### src/rtl/branch_predict_resolve.sv
// EX-stage resolver for the six RV64I conditional branches, with a direct-mapped
// 2-bit BHT feeding IF, a registered flush pulse and saturating statistics.
module branch_predict_resolve #(
    parameter int XLEN      = 64,
    parameter int PC_W      = 64,
    parameter int BHT_DEPTH = 64,
    parameter int CNT_W     = 32
) (
    input  logic             clk,
    input  logic             reset,
    input  logic [PC_W-1:0]  if_pc,
    output logic             if_pred_taken,
    input  logic             ex_valid,
    input  logic             branch,
    input  logic [2:0]       funct3,
    input  logic [XLEN-1:0]  a,
    input  logic [XLEN-1:0]  b,
    input  logic [PC_W-1:0]  ex_pc,
    input  logic             ex_pred_taken,
    output logic             sel,
    output logic             mispredict,
    output logic             bad_funct3,
    output logic [CNT_W-1:0] branch_count,
    output logic [CNT_W-1:0] mispredict_count
);

    localparam int IDX_W = $clog2(BHT_DEPTH);

    // Saturating 2-bit counter step: up on taken, down on not-taken.
    function automatic logic [1:0] sat2_next(input logic [1:0] cur, input logic up);
        logic [1:0] nxt;
        if (up) begin
            nxt = (cur == 2'b11) ? 2'b11 : cur + 2'b01;
        end else begin
            nxt = (cur == 2'b00) ? 2'b00 : cur - 2'b01;
        end
        return nxt;
    endfunction

    logic [1:0]       bht_q [BHT_DEPTH];
    logic [1:0]       bht_d [BHT_DEPTH];
    logic             mispredict_q, mispredict_d;
    logic             bad_funct3_q, bad_funct3_d;
    logic [CNT_W-1:0] branch_count_q, branch_count_d;
    logic [CNT_W-1:0] mispredict_count_q, mispredict_count_d;

    logic [IDX_W-1:0] if_idx_s;
    logic [IDX_W-1:0] ex_idx_s;
    logic             eq_s, lt_s_s, lt_u_s;
    logic             supported_s, cond_s, resolve_s, sel_s;
    logic             unused_pc_s;

    assign if_idx_s    = if_pc[IDX_W+1:2];
    assign ex_idx_s    = ex_pc[IDX_W+1:2];
    assign unused_pc_s = ^{if_pc[PC_W-1:IDX_W+2], if_pc[1:0], ex_pc[PC_W-1:IDX_W+2], ex_pc[1:0]};

    assign eq_s   = (a == b);
    assign lt_s_s = ($signed(a) < $signed(b));
    assign lt_u_s = (a < b);

    // Branch condition decode; 010/011 are the unsupported encodings.
    always_comb begin
        supported_s = 1'b1;
        cond_s      = 1'b0;
        case (funct3)
            3'b000:  cond_s = eq_s;
            3'b001:  cond_s = ~eq_s;
            3'b100:  cond_s = lt_s_s;
            3'b101:  cond_s = ~lt_s_s;
            3'b110:  cond_s = lt_u_s;
            3'b111:  cond_s = ~lt_u_s;
            default: supported_s = 1'b0;
        endcase
    end

    assign resolve_s = ex_valid & branch & supported_s;
    assign sel_s     = resolve_s & cond_s;

    // Next-state for BHT, flush/bad pulses and saturating counters.
    always_comb begin
        bht_d = bht_q;
        if (resolve_s) begin
            bht_d[ex_idx_s] = sat2_next(bht_q[ex_idx_s], sel_s);
        end else begin
            bht_d = bht_q;
        end

        mispredict_d = resolve_s & (sel_s ^ ex_pred_taken);
        bad_funct3_d = ex_valid & branch & (funct3[2:1] == 2'b01);

        if (resolve_s && (branch_count_q != {CNT_W{1'b1}})) begin
            branch_count_d = branch_count_q + CNT_W'(1);
        end else begin
            branch_count_d = branch_count_q;
        end

        if (mispredict_d && (mispredict_count_q != {CNT_W{1'b1}})) begin
            mispredict_count_d = mispredict_count_q + CNT_W'(1);
        end else begin
            mispredict_count_d = mispredict_count_q;
        end
    end

    // State registers; reset leaves every BHT entry weakly not-taken.
    always_ff @(posedge clk or posedge reset) begin
        if (reset) begin
            for (int i = 0; i < BHT_DEPTH; i++) begin
                bht_q[i] <= 2'b01;
            end
            mispredict_q       <= 1'b0;
            bad_funct3_q       <= 1'b0;
            branch_count_q     <= {CNT_W{1'b0}};
            mispredict_count_q <= {CNT_W{1'b0}};
        end else begin
            bht_q              <= bht_d;
            mispredict_q       <= mispredict_d;
            bad_funct3_q       <= bad_funct3_d;
            branch_count_q     <= branch_count_d;
            mispredict_count_q <= mispredict_count_d;
        end
    end

    // Prediction reads the pre-update entry even when IF and EX hit the same index.
    assign if_pred_taken    = bht_q[if_idx_s][1];
    assign sel              = sel_s;
    assign mispredict       = mispredict_q;
    assign bad_funct3       = bad_funct3_q;
    assign branch_count     = branch_count_q;
    assign mispredict_count = mispredict_count_q;

endmodule

### config.mk
export PLATFORM = sky130hd
export DESIGN_NAME = branch_predict_resolve
export DESIGN_NICKNAME = d
export VERILOG_FILES = /design/src/rtl/branch_predict_resolve.sv
export SDC_FILE = /design/constraint.sdc
export NUM_CORES = 1
export LEC_CHECK = 0
export ABC_AREA = 1
export CAP_MARGIN = 20
export CORE_MARGIN = 4
export CORE_UTILIZATION = 35
export DETAILED_ROUTE_END_ITERATION = 8
export SLEW_MARGIN = 20
export SYNTH_ARGS = -nofsm -noshare
export SYNTH_HDL_FRONTEND = slang
export SYNTH_SLANG_ARGS = --single-unit
### constraint.sdc
create_clock -name clk -period 11.1 [get_ports clk]
set_input_delay 1.665 -clock clk [delete_from_list [all_inputs] [get_ports clk]]
set_output_delay 1.665 -clock clk [all_outputs]
set_load 0.01 [all_outputs]
==> impl_metrics.py <==
metrics = {
    "route": {
        "post_drt_wl_per_cell_um": 17.3,
        "vias_per_cell": 5.17,
        "detail-route-antenna-nets": 0,
        "drc_errors": 0,
        "routed_wl_mm": 42.5,
        "first_pass_iters": 6,
        "via_count": 12700,
        "drt_iter0_drc": 1055,
    },
    "layout": {
        "multi_input_area_mm2": 0.00668,
        "final_nets": 2308,
        "area_delta_synth_final_pct": 24.7,
        "seq_area_mm2": 0.00493,
        "diodes": 0,
        "final_area_mm2": 0.0159,
        "fillers": 3632,
        "drive_gt1_share_pct": 6.78,
        "finalNonFillerCells": 2452,
    },
    "job": {
        "maxCapViolCount": 0,
    },
    "power_and_ir_drop": {
        "peakVddDrop_mv": 0.101,
        "p_int_mw": 1.23,
        "power.leakage_nw": 7.43,
        "seqPwrFrac_pct": 44.3,
        "switching_share_pct": 30.3,
        "p_switching_mw": 0.533,
        "combPwrFrac_pct": 18.6,
        "clkPwrFrac_pct": 37.0,
        "p_per_area_mw_per_mm2": 110,
    },
    "timing": {
        "fin_setup_tns_ns": 0,
        "hold_violations": 0,
        "fmax_mhz": 143,
        "skew_ns": 0.0141,
        "maxSlewHeadroom_pct": 34.4,
        "fin_crit_sh_pct": 62.9,
        "period_minus_slack_ns": 6.98,
        "worstMarginPinSlew_ns": 0.984,
        "rsz0062_at_grt": "false",
        "slew_viol_final": 0,
        "setup-violations-final": 0,
        "hold_ws_ns": 0.468,
    },
    "synth": {
        "synth_nets": 2119,
        "syn_avg_cell_area_um2": 7.14,
        "async_flop_share_pct": 100,
        "syn-cell-area_mm2": 0.0128,
        "yosysWarnings": 0,
        "synth_area_leaders": "dfrtp_1, nand2_1, dfstp_2",
        "syn_inst": 1789,
        "synth_top_area_share_pct": 25.5,
        "synth_commonest_cells": "nand2_1, inv_1, nand3_1, nor2_1, dfrtp_1",
        "yosys.area.top_type": "dfrtp_1",
        "synth_ff_type": "dfrtp_1",
        "yosysMostFrequentCell": "nand2_1",
        "synth-edff-count": 0,
        "yosys_register_bits": 194,
        "ys_seq_area_share_pct": 38.6,
        "ys_types": 42,
    },
    "cts": {
        "cts_num_sinks": 194,
        "clkLatencyLatePin_ns": 0.45,
        "cts-root-buf": "clkbuf_16",
        "h-tree-depth": 4,
        "cts_hold_buf": 0,
        "cts_setup_buffers": 0,
        "post_cts_resize_count": 0,
        "clk_path_buf_depth": 2,
        "cts_tree": "yes",
        "path_clk_slew_ns": 0.07,
        "numCtsBuffers": 17,
    },
    "floorplanning": {
        "io-pin-count": 332,
        "start_util_pct": 35.7,
        "dieArea_mm2": 0.0396,
        "row_count": 69,
        "die_w_um": 199,
        "coreArea_mm2": 0.0358,
        "die_h_um": 199,
    },
    "place": {
        "port_buffers": 215,
        "place_area_mm2": 0.0153,
        "dpl.cell_count": 2420,
        "dp.final_hpwl_mm": 29.3,
        "place_congestion": 0.864,
    },
    "worst_setup_path": {
        "required_ns": 9.44,
        "worst_setup_path_start_kind": "primary input",
        "crit_arrival_ns": 5.31,
        "worst-setup-path-type": "in -> out",
        "path_max_fanout": 37,
        "crit_path_end_kind": "output port",
    },
    "global_route": {
        "overflow": 0,
        "track_usage_pct": 21.3,
        "antenna_found_initial": 0,
        "grt_first_pass_wirelength_mm": 67.7,
        "grt_pass1_vias": 12600,
        "grt_max_degree": 131,
    },
    "run_status": {
        "status": "finished clean",
    },
    "hold_path": {
        "hold_path.class": "reg -> reg",
    },
}
-- cell families (layout without fill, tap and decap cells) --
group | Yosys count | after routing | synth area share, %
AND/OR/NAND/NOR | 1008 | 1008 | 33.6
buffers and inverters | 292 | 494 | 9.15
flip-flops | 194 | 194 | 38.6
AO/OA/AOI/OAI | 170 | 170 | 8.11
adder cells (fa/ha/maj) | 66 | 66 | 6.46
XOR/XNOR | 59 | 59 | 4.05
-- layout make-up --
| type | instances | share of cell area (%) |
|---|---|---|
| Clock inverter | 15 | 1.07 |
| Timing Repair Buffer | 229 | 14.2 |
| Clock buffer | 17 | 2.67 |
| Sequential cell | 194 | 31.0 |
| Tap cell | 461 | 3.62 |
| Inverter | 233 | 5.54 |
| Multi-Input combinational cell | 1303 | 41.9 |
-- layer usage --
metal  vias up  part of all wire [%]  global-route usage, %  routed length [um]
met1      6019                    43                   28.6               18400
met2       396                    48                   35.4               20500
met5         -                     0                      0                   0
met3        71                   6.3                   4.18                2670
met4         0                   2.1                   5.60                 905
li1       6188                     -                      -                   -
-- critical path: stages --
cell and delay, ns:
clkdlybuf4s50_1 0.45, buf_4 0.36, clkinv_1 0.82, o21ai_0 0.42, a21oi_1 0.09, o311ai_0 0.46, o21ai_0 0.20, o221ai_1 0.19
o31ai_1 0.13, clkdlybuf4s50_1 0.50
-- cells in the final DEF (no fill, tap or decap), drive strengths merged, types with 3 or more instances in the layout --
cell,count
and3,5
ha,66
nor3,64
o21ai,69
xor2,34
o31ai,4
o21a,3
clkinv,8
nand3,203
nand4,34
nand2,543
nor4,10
a221oi,7
o22ai,8
nor2,149
dfrtp,130
o221ai,4
inv,238
xnor2,25
a22oi,22
buf,14
clkbuf,17
a21oi,43
clkdlybuf4s50,215
dfstp,64
-- power groups by stage --
stage / clock network [mW] / registers (mW) / logic [mW]
floorplan: 0 / 0.792 / 0.165
global placement: 0 / 0.791 / 0.321
detailed placement: 0 / 0.791 / 0.327
CTS: 0.662 / 0.779 / 0.328
global route: 0.692 / 0.784 / 0.364
finish: 0.651 / 0.779 / 0.328
-- registers in the layout, indices dropped and copies added (netlist names) --
| name | cells |
|---|---|
| bht_q | 128 |
| bad_funct3 | 1 |
| branch_count | 32 |
| mispredict_count | 32 |
| mispredict | 1 |
-- final timing paths --
path	startpoint	endpoint	slack, ns	cells after the start
min in group asynchronous	reset	mispredict_count[0]	1.75	2
max	if_pc[2]	if_pred_taken	4.12	10
max in group asynchronous	reset	bht_q[111]	7.72	3
min	bht_q[124]	bht_q[124]	0.47	2
max reg2reg	bht_q[93]	bht_q[99]	8.01	13
min reg2reg	bht_q[124]	bht_q[124]	0.47	2
-- metrics by stage --
stage	util (%)	power, mW	worst slack [ns]
CTS	44.4	1.77	4.28
floorplan	-	0.956	4.26
global placement	42.8	1.11	4.32
global route	44.4	1.84	3.81
finish	44.4	1.76	4.12
detailed placement	42.8	1.12	4.31
Power figures use the tool's default switching activity.
